$ cat src/rtl/alu_exec_unit_pkg.sv
// Shared widths, opcode encodings and payload types for the integer execute unit.
package alu_exec_unit_pkg;

    localparam int unsigned XLEN      = 32;
    localparam int unsigned ROB_IDX_W = 4;
    localparam int unsigned OP_W      = 6;
    localparam int unsigned DEPTH     = 2;
    localparam int unsigned PTR_W     = $clog2(DEPTH);
    localparam int unsigned CNT_W     = PTR_W + 1;

    localparam logic TRUE  = 1'b1;
    localparam logic FALSE = 1'b0;

    // Opcode 0 and anything above OP_BGEU are treated as unknown.
    typedef enum logic [OP_W-1:0] {
        OP_NOP   = 6'd0,
        OP_ADD   = 6'd1,  OP_SUB   = 6'd2,  OP_AND   = 6'd3,  OP_OR    = 6'd4,
        OP_XOR   = 6'd5,  OP_SLT   = 6'd6,  OP_SLTU  = 6'd7,  OP_SLL   = 6'd8,
        OP_SRL   = 6'd9,  OP_SRA   = 6'd10, OP_ADDI  = 6'd11, OP_ANDI  = 6'd12,
        OP_ORI   = 6'd13, OP_XORI  = 6'd14, OP_SLTI  = 6'd15, OP_SLTIU = 6'd16,
        OP_SLLI  = 6'd17, OP_SRLI  = 6'd18, OP_SRAI  = 6'd19, OP_LUI   = 6'd20,
        OP_AUIPC = 6'd21, OP_JAL   = 6'd22, OP_JALR  = 6'd23, OP_BEQ   = 6'd24,
        OP_BNE   = 6'd25, OP_BLT   = 6'd26, OP_BGE   = 6'd27, OP_BLTU  = 6'd28,
        OP_BGEU  = 6'd29
    } op_e;

    typedef struct packed {
        logic [XLEN-1:0] value;
        logic            is_jump;
        logic            taken;
        logic [XLEN-1:0] target;
    } alu_result_t;

    typedef struct packed {
        alu_result_t          res;
        logic [ROB_IDX_W-1:0] rename;
    } fifo_entry_t;

    // Register-immediate forms take the immediate as their second operand.
    function automatic logic uses_imm(input logic [OP_W-1:0] op);
        return (op >= OP_ADDI) && (op <= OP_SRAI);
    endfunction

endpackage

$ cat src/rtl/alu_core.sv
// Pure combinational ALU / branch / jump evaluation of one issued instruction.
module alu_core
    import alu_exec_unit_pkg::*;
(
    input  logic [OP_W-1:0] op,
    input  logic [XLEN-1:0] rs1,
    input  logic [XLEN-1:0] rs2,
    input  logic [XLEN-1:0] imm,
    input  logic [XLEN-1:0] pc,
    output alu_result_t     res_c
);

    logic [XLEN-1:0] op2;
    logic [XLEN-1:0] pc_imm;
    logic [4:0]      shamt;

    // Decode the opcode into result value and control-transfer fields.
    always_comb begin
        op2    = uses_imm(op) ? imm : rs2;
        shamt  = op2[4:0];
        pc_imm = pc + imm;
        res_c  = '0;
        case (op)
            OP_ADD,  OP_ADDI:  res_c.value = rs1 + op2;
            OP_SUB:            res_c.value = rs1 - op2;
            OP_AND,  OP_ANDI:  res_c.value = rs1 & op2;
            OP_OR,   OP_ORI:   res_c.value = rs1 | op2;
            OP_XOR,  OP_XORI:  res_c.value = rs1 ^ op2;
            OP_SLT,  OP_SLTI:  res_c.value = XLEN'($signed(rs1) < $signed(op2));
            OP_SLTU, OP_SLTIU: res_c.value = XLEN'(rs1 < op2);
            OP_SLL,  OP_SLLI:  res_c.value = rs1 << shamt;
            OP_SRL,  OP_SRLI:  res_c.value = rs1 >> shamt;
            OP_SRA,  OP_SRAI:  res_c.value = XLEN'($signed(rs1) >>> shamt);
            OP_LUI:            res_c.value = imm;
            OP_AUIPC:          res_c.value = pc_imm;
            OP_JAL: begin
                res_c.value   = pc + XLEN'(4);
                res_c.is_jump = TRUE;
                res_c.taken   = TRUE;
                res_c.target  = pc_imm;
            end
            OP_JALR: begin
                res_c.value   = pc + XLEN'(4);
                res_c.is_jump = TRUE;
                res_c.taken   = TRUE;
                res_c.target  = (rs1 + imm) & {{(XLEN-1){1'b1}}, 1'b0};
            end
            OP_BEQ, OP_BNE, OP_BLT, OP_BGE, OP_BLTU, OP_BGEU: begin
                res_c.is_jump = TRUE;
                res_c.target  = pc_imm;
                case (op)
                    OP_BEQ:  res_c.taken = (rs1 == rs2);
                    OP_BNE:  res_c.taken = (rs1 != rs2);
                    OP_BLT:  res_c.taken = ($signed(rs1) < $signed(rs2));
                    OP_BGE:  res_c.taken = ($signed(rs1) >= $signed(rs2));
                    OP_BLTU: res_c.taken = (rs1 < rs2);
                    default: res_c.taken = (rs1 >= rs2);
                endcase
            end
            default: res_c.is_jump = FALSE;
        endcase
    end

endmodule

$ cat src/rtl/alu_exec_unit.sv
// Execute unit: computes results on issue, buffers them in order and hands them to the CDB.
module alu_exec_unit
    import alu_exec_unit_pkg::*;
(
    input  logic                 clk,
    input  logic                 rst,
    input  logic                 rdy,
    input  logic                 jump_wrong,
    input  logic                 alu_enable,
    input  logic [OP_W-1:0]      in_op,
    input  logic [XLEN-1:0]      in_rs1,
    input  logic [XLEN-1:0]      in_rs2,
    input  logic [XLEN-1:0]      in_imm,
    input  logic [XLEN-1:0]      in_pc,
    input  logic [ROB_IDX_W-1:0] in_rd_rename,
    output logic                 alu_ready,
    output logic                 cdb_valid,
    input  logic                 cdb_grant,
    output logic [XLEN-1:0]      cdb_value,
    output logic [ROB_IDX_W-1:0] cdb_rename,
    output logic                 cdb_is_jump,
    output logic                 cdb_taken,
    output logic [XLEN-1:0]      cdb_target
);

    alu_result_t      core_res_c;
    fifo_entry_t      mem   [DEPTH];
    fifo_entry_t      mem_n [DEPTH];
    fifo_entry_t      head_q, head_n;
    logic [PTR_W-1:0] rd_ptr, rd_ptr_n, wr_ptr, wr_ptr_n;
    logic [CNT_W-1:0] count, count_n;
    logic             push_c, pop_c, flush_c;
    logic             valid_n, ready_n;

    alu_core u_core (
        .op    (in_op),
        .rs1   (in_rs1),
        .rs2   (in_rs2),
        .imm   (in_imm),
        .pc    (in_pc),
        .res_c (core_res_c)
    );

    // Next FIFO state; the output register preloads the entry that will be at the head.
    always_comb begin
        flush_c  = rdy && jump_wrong;
        push_c   = rdy && !jump_wrong && alu_enable && alu_ready;
        pop_c    = rdy && !jump_wrong && cdb_valid && cdb_grant;
        mem_n    = mem;
        rd_ptr_n = rd_ptr;
        wr_ptr_n = wr_ptr;
        count_n  = count;
        head_n   = head_q;
        if (flush_c) begin
            rd_ptr_n = '0;
            wr_ptr_n = '0;
            count_n  = '0;
        end else begin
            if (push_c) begin
                mem_n[wr_ptr] = '{res: core_res_c, rename: in_rd_rename};
                wr_ptr_n      = wr_ptr + PTR_W'(1);
            end
            if (pop_c) begin
                rd_ptr_n = rd_ptr + PTR_W'(1);
            end
            count_n = count + CNT_W'(push_c) - CNT_W'(pop_c);
        end
        valid_n = (count_n != '0);
        ready_n = (count_n < CNT_W'(DEPTH));
        if (valid_n) begin
            head_n = mem_n[rd_ptr_n];
        end
    end

    // State and registered CDB outputs; rdy=0 naturally holds everything.
    always_ff @(posedge clk or negedge rst) begin
        if (!rst) begin
            for (int i = 0; i < DEPTH; i++) begin
                mem[i] <= '0;
            end
            rd_ptr    <= '0;
            wr_ptr    <= '0;
            count     <= '0;
            head_q    <= '0;
            cdb_valid <= 1'b0;
            alu_ready <= 1'b1;
        end else begin
            mem       <= mem_n;
            rd_ptr    <= rd_ptr_n;
            wr_ptr    <= wr_ptr_n;
            count     <= count_n;
            head_q    <= head_n;
            cdb_valid <= valid_n;
            alu_ready <= ready_n;
        end
    end

    assign cdb_value   = head_q.res.value;
    assign cdb_rename  = head_q.rename;
    assign cdb_is_jump = head_q.res.is_jump;
    assign cdb_taken   = head_q.res.taken;
    assign cdb_target  = head_q.res.target;

endmodule
$ cat config.mk
export PLATFORM = sky130hd
export DESIGN_NAME = alu_exec_unit
export DESIGN_NICKNAME = d
export VERILOG_FILES = /design/src/rtl/alu_exec_unit_pkg.sv /design/src/rtl/alu_core.sv /design/src/rtl/alu_exec_unit.sv
export SDC_FILE = /design/constraint.sdc
export NUM_CORES = 1
export LEC_CHECK = 0
export BUFFER_PORTS_ARGS = -buffer_cell sky130_fd_sc_hd__buf_2
export CORE_ASPECT_RATIO = 1.1
export CORE_MARGIN = 2
export CORE_UTILIZATION = 27
export DETAILED_ROUTE_END_ITERATION = 10
export PLACE_DENSITY = 0.41
export SLEW_MARGIN = 15
export SYNTH_ARGS = -nofsm -noshare
export SYNTH_HDL_FRONTEND = slang
export SYNTH_SLANG_ARGS = --single-unit
$ cat constraint.sdc
create_clock -name clk -period 3.3 [get_ports clk]
set_input_delay 0.495 -clock clk [delete_from_list [all_inputs] [get_ports clk]]
set_output_delay 0.495 -clock clk [all_outputs]
set_load 0.01 [all_outputs]
==> flow_summary.toml, run 1 <==
[clock_tree]
cts_buffer_depth = 3
cts-root-buf = "clkbuf_16"
cts.reportedPaths.clkPinSlew_ns = 0.07
clkLatencyLatePin_ns = 0.52
cts.sinks = 216
cts_tree = "yes"
hold_buffers = 0
cts_htree_levels = 1
cts-buffers-inserted = 21

[worst_setup_path]
crit_buf_inv = 5
cp_slowest_cell = "or3_4"
regToRegSetupSlack_ns = 0.32
required_ns = 3.70
cp_slowest_stage_delay_ns = 0.42
endpoint_kind = "register"
path_class = "primary input to register"
crit_family = "simple AND/OR/NAND/NOR gates"
cp_max_fo = 5
r2r_start = "alu_ready$_DFF_PN1_"
critical_path.cell_chain = "buf_8, nor4b_4, a21oi_4, buf_12, buf_8, buf_6, mux2_4, inv_4, ha_4, or2_4, or3_4, or3_4, a211oi_4, nor3_4, a221o_1, a21oi_4, a21oi_2, a221o_1"
worstPathArrival_ns = 4.52
ff2ff_path_depth = 13
cp-start-kind = "primary input"
crit_cells = 18
rr_endpoint = "cdb_target[26]$_DFFE_PN0P_"

[power]
seq_power_share_pct = 24.2
internal-power_uw = 10110
powerDensity_nw_per_um2 = 418.7
p_leak_uw = 0.01898
switching_share_pct = 41.63
p_sw_uw = 7213
p_total_uw = 17320
power_frac_clock_pct = 16.6
combPwrFrac_pct = 59.2
ir_drop_v = 0.0003298

[floorplan]
die_area_um2 = 94330
die_w_um = 293.0
die_h_um = 321.9
fp.coreArea_um2 = 91000
ioPinCount = 216
start_util_pct = 27.26
num_rows = 116

[sta]
min_period_over_period_pct = 124.6
finalCriticalPeriod_ns = 4.112
timing.hold.ws_ns = 0.007176
worstMarginPinSlew_ns = 0.7882
slew_headroom_pct = 47.45
fin_ws_ns = -0.8120
clock_skew_ns = 0.02354
drv_slew = 0
hold_viol_final = 0
final-setup-viol-count = 86
max_freq_mhz = 243.2
rsz0062_at_grt = "true"

[placed_design]
dp_hpwl_um = 123400
globalplace.congestion = 1.017
place_ws_ns = -1.468
portBuffers = 215
place_inst = 5656

[synth]
ys.flop_type = "dfrtp_1"
ys_top_cells_by_area = "dfrtp_1 (22%), ha_1 (10%), o21ai_0 (5.2%)"
synth_nets = 3665
syn_avg_cell_area_um2 = 7.477
synthTopCellsByCount = "nand2_1 (320), nor2_1 (285), o21ai_0 (260), a21oi_1 (255), nand3_1 (218)"
yosysUniqueCellTypes = 115
async_flop_share_pct = 100.0
ys_warn_count = 0
synth_top_area_share_pct = 21.69
synth_edf_count = 0
synth_area_um2 = 24810
yosys.cell_count.top_type = "nand2_1"
yosysTopAreaCell = "dfrtp_1"
synth_compound_area_share_pct = 33.04
synthCells = 3318
ys_ff_latch = 216
synthAdderAreaFrac_pct = 10.33
synthMuxAreaShare_pct = 3.510
synth_top_family_by_area = "compound AO/OA/AOI/OAI gates"
yosysSeqAreaShare_pct = 21.79
synth-xor-area-share_pct = 3.530
synthSimpleGateAreaFrac_pct = 21.36

[outcome]
status = "finished, violations left"
violations = "negative setup slack"

[layout]
syn2layout_area_growth_pct = 66.76
stdcell_count = 5818
regArea_um2 = 5406
nNetsFinal = 4965
multi_input_area_um2 = 21030
layout-drive-gt1-share_pct = 44.87
n_fill_cell = 9210

[hold_path]
hold_path.class = "primary input to async pin"

[detailed_routing]
drt-initial-drc-count = 2803
wl_per_cell_um = 25.85
vias_per_cell = 5.513
antenna_left = 0
drt-total-wl_um = 150400
drtPass1Iterations = 6
via_count = 32080
drcViolationCount = 0

[grt]
antenna_found_initial = 7
grt.total_usage_pct = 30.44
overflow = 0
grt_pass1_wl_um = 212300
grt_max_degree = 97
grt_pass1_vias = 30710

[run]
cap_violations = 0
[cells by family (layout without fill, tap and decap cells)]
| kind of cell | after synthesis | in the layout |
|---|---|---|
| xor gates and xnor gates | 100 | 100 |
| AOI/OAI and AO/OA | 1208 | 1208 |
| other | 0 | 5 |
| muxes | 76 | 76 |
| buffers and inverters | 400 | 1715 |
| DFF | 216 | 216 |
| adders and majority gates | 203 | 203 |
| and+or+nand+nor | 1115 | 1115 |
[layer usage]
layer | global-route usage (%) | wire length, µm | part of all wire, % | vias up
li1 | - | - | - | 14990
met1 | 41.46 | 66770 | 44 | 15670
met2 | 48.62 | 67900 | 45 | 1163
met3 | 3.002 | 8246 | 5.5 | 252
met4 | 13.58 | 7471 | 5.0 | 0
met5 | 0 | 0 | 0 | -
[worst max path at each step]
stage               startpoint                   endpoint  slack [ns]
floorplan             in_op[5]  cdb_value[27]$_DFFE_PN0P_       -1.29
global placement      in_op[2]  cdb_value[28]$_DFFE_PN0P_       -1.48
detailed placement    in_op[3]  cdb_value[28]$_DFFE_PN0P_       -1.47
CTS                   in_op[2]  cdb_value[27]$_DFFE_PN0P_       -0.71
global route          in_op[3]  cdb_value[24]$_DFFE_PN0P_       -0.86
finish                in_op[3]  cdb_value[24]$_DFFE_PN0P_       -0.81
[registers in the layout, indices dropped and copies added (netlist names)]
name	count
wr_ptr	1
alu_ready	1
cdb_target	32
mem	140
cdb_valid	1
cdb_is_jump	1
cdb_taken	1
cdb_rename	4
cdb_value	32
count	2
rd_ptr	1
[power by group through the flow]
stage | Combinational [µW] | Clock [µW] | Sequential [µW]
final | 10300 | 2870 | 4190
after global routing | 11000 | 3020 | 4300
after CTS | 9430 | 2930 | 4210
after detailed placement | 8980 | 0 | 4250
after global placement | 8950 | 0 | 4240
after floorplan | 4470 | 0 | 4270
[cell usage in the layout (no fill, tap or decap), drive strengths merged, types with 36 or more instances in the layout]
cell    netlist  routed
nand2       321     321
a21oi       258     258
o21ai       274     274
xnor2        70      70
inv         181     184
nor2        286     286
buf          65    1488
a31oi        69      69
nand3       218     218
mux2         38      38
a22oi        36      36
o211ai       85      85
a221oi       49      49
nor3         66      66
ha          200     200
dfrtp       215     215
a211oi       39      39
a21o         79      79
[per-stage QoR]
step	utilization [%]	cell area, µm²	TNS (ns)
finish	45.46	41370	-37.89
detailed placement	39.87	36280	-135.04
CTS	42.41	38590	-34.04
global placement	39.87	36280	-132.53
floorplan	-	25410	-66.37
global route	45.46	41370	-47.14
[layout make-up]
type	count	share of cell area, %
multi-input combinational	2702	50.83
timing repair buffer	1494	28.76
sequential	216	13.07
tap	1180	3.569
inverter	183	1.793
clock buffer	24	1.322
clock inverter	14	0.6290
antenna	5	0.03024
[timing repair]
| action | 4_1_cts | 5_1_grt |
|---|---|---|
| gates cloned | 1 | 3 |
| pin swaps | 72 | 235 |
| endpoints found under the setup margin | 120 | 126 |
| gates resized for setup | 242 | 459 |
| setup buffers | 39 | 90 |
Note: power is estimated with default switching activity, not from simulation.
==> run 2, diff against run 1 <==
--- a/config.mk
+++ b/config.mk
@@ -5,12 +5,13 @@
 export SDC_FILE = /design/constraint.sdc
 export NUM_CORES = 1
 export LEC_CHECK = 0
-export BUFFER_PORTS_ARGS = -buffer_cell sky130_fd_sc_hd__buf_2
+export BUFFER_PORTS_ARGS = -buffer_cell sky130_fd_sc_hd__buf_4
 export CORE_ASPECT_RATIO = 1.1
 export CORE_MARGIN = 2
 export CORE_UTILIZATION = 27
 export DETAILED_ROUTE_END_ITERATION = 10
 export PLACE_DENSITY = 0.41
+export SETUP_SLACK_MARGIN = 0.2
 export SLEW_MARGIN = 15
 export SYNTH_ARGS = -nofsm -noshare
 export SYNTH_HDL_FRONTEND = slang
==> flow_summary.toml, run 2 (synthesized netlist as in run 1, its figures left out) <==
[sta]
worstMarginPinSlew_ns = 0.9428
fin_ws_ns = -0.8105
final-setup-viol-count = 97
min_period_over_period_pct = 124.6
hold_viol_final = 0
drv_slew = 0
slew_headroom_pct = 36.48
max_freq_mhz = 243.3
rsz0062_at_grt = "true"
finalCriticalPeriod_ns = 4.110
clock_skew_ns = 0.02429
fin_tns_setup_ns = -52.12

[power]
powerDensity_nw_per_um2 = 418.0
p_total_uw = 17480
p_leak_uw = 0.01919
ir_drop_v = 0.0004042

[layout]
utilization_pct = 45.95
final_cell_mix = "buf_4 (1350), nand2_1 (303), nor2_1 (259), dfrtp_1 (215), nand3_1 (201)"
final_common_cell = "buf_4"
largest_reg_flops = 140
nNetsFinal = 4986
syn2layout_area_growth_pct = 68.56
n_fill_cell = 9224
top_register = "mem"
layout-drive-gt1-share_pct = 44.97
stdcell_count = 5838

[clock_tree]
cts_htree_levels = 1
cts-root-buf = "clkbuf_16"
clkLatencyLatePin_ns = 0.52
cts.sinks = 216
cts_tree = "yes"
cts.reportedPaths.clkPinSlew_ns = 0.07
cts_buffer_depth = 3
cts-buffers-inserted = 21

[grt]
grt.busiest_layer = "met2"
grt_use_met2_pct = 52.00
overflow = 0
antenna_found_initial = 3
grt.total_usage_pct = 31.84
gr-usage-met1_pct = 42.77
grt_max_degree = 84
grt_pass1_wl_um = 221700
gr-usage-met3_pct = 2.567
grt_pass1_vias = 31900

[floorplan]
start_util_pct = 27.26
die_area_um2 = 94330
fp.coreArea_um2 = 91000
die_w_um = 293.0
die_h_um = 321.9
ioPinCount = 216
num_rows = 116

[detailed_routing]
antenna_left = 0
drtPass1Iterations = 5
drt-initial-drc-count = 2847
wl_per_cell_um = 26.57
drcViolationCount = 0
via_count = 32500
vias_per_cell = 5.566
drt-total-wl_um = 155100

[worst_setup_path]
endpoint_kind = "register"
worstPathArrival_ns = 4.54
path_class = "primary input to register"
required_ns = 3.73
cp_max_fo = 6
regToRegSetupSlack_ns = 0.33
cp-start-kind = "primary input"

[outcome]
status = "finished, violations left"
violations = "negative setup slack"

[placed_design]
dp_hpwl_um = 127100
globalplace.congestion = 0.9936
portBuffers = 215
place_inst = 5675

[run]
cap_violations = 0

[hold_path]
hold_path.class = "primary input to register"
[run 2: changes by cell type in the layout (fill, tap and decap cells not counted), sizes merged]
cell,previous run,this run
buf,1488,1510
bufbuf,0,2
bufinv,7,3
clkbuf,30,28
clkinv,6,5
clkinvlp,0,4
diode,5,4
dlygate4sd3,0,1
inv,184,183
[run 2: repair_timing]
item                                    in CTS  in global routing
endpoints found under the setup margin     140                158
setup buffers                               72                 42
pin swaps                                  179                168
endpoints found under the hold margin        5                  0
gates cloned                                 5                  1
hold buffers                                 1                  0
gates resized for setup                    401                278
[run 2: through the flow]
step | instance area, µm² | worst slack [ns] | hold WS (ns)
after floorplan | 25430 | -1.289 | 0.1994
after global placement | 36890 | -1.642 | 0.4519
after detailed placement | 36890 | -1.599 | 0.4601
after CTS | 40210 | -0.7366 | 0.1950
after global routing | 41810 | -0.9302 | 0.2216
final | 41820 | -0.8105 | 0.2243
[run 2: per-layer routing]
metal  share of wire [%]  wire length (µm)
met4                 5.3              8179
met2                  45             70520
met1                  43             67470
met5                   0                 0
met3                 5.8              8970
[run 2: path summary, 6_finish.rpt]
| kind | start | end | cells past startpoint |
|---|---|---|---|
| max | in_op[2] | cdb_value[27]$_DFFE_PN0P_ | 20 |
| min | in_rd_rename[2] | mem[2]$_DFF_PN0_ | 3 |
| max reg2reg | alu_ready$_DFF_PN1_ | cdb_value[6]$_DFFE_PN0P_ | 14 |
| min reg2reg | cdb_target[22]$_DFFE_PN0P_ | cdb_target[22]$_DFFE_PN0P_ | 2 |
| max in group asynchronous | rst | mem[122]$_DFF_PN0_ | 3 |
| min in group asynchronous | rst | mem[74]$_DFF_PN0_ | 2 |
[run 2: worst max-delay path, stage by stage]
cell and delay [ns]:
buf_12 0.11, nor4b_4 0.37, a21oi_4 0.07, buf_12 0.15, buf_12 0.15, mux2_4 0.23, inv_4 0.04, ha_4 0.29
nand3_4 0.09, nor4bb_4 0.44, nor2_4 0.07, a211oi_4 0.32, buf_12 0.17, a2111oi_2 0.06, o31a_1 0.30, or4b_4 0.50
o2111ai_2 0.10, a21oi_2 0.07, a311o_1 0.32, a31oi_1 0.18
[run 2: area by class of cell]
class / count / area [µm²] / area share (%)
Antenna cell: 4 / 10.01 / 0.02394
Clock inverter: 12 / 160.2 / 0.3830
Tap cell: 1180 / 1476 / 3.531
Clock buffer: 26 / 574.3 / 1.373
Inverter: 183 / 726.9 / 1.738
Timing Repair Buffer: 1515 / 12630 / 30.21
Multi-Input combinational cell: 2702 / 20830 / 49.82
Sequential cell: 216 / 5406 / 12.93
[run 2: where the power goes]
part	total (µW)	internal, µW	switching (µW)
Clock	2600	1490	1110
Sequential	4210	3690	518
Combinational	10700	4920	5750
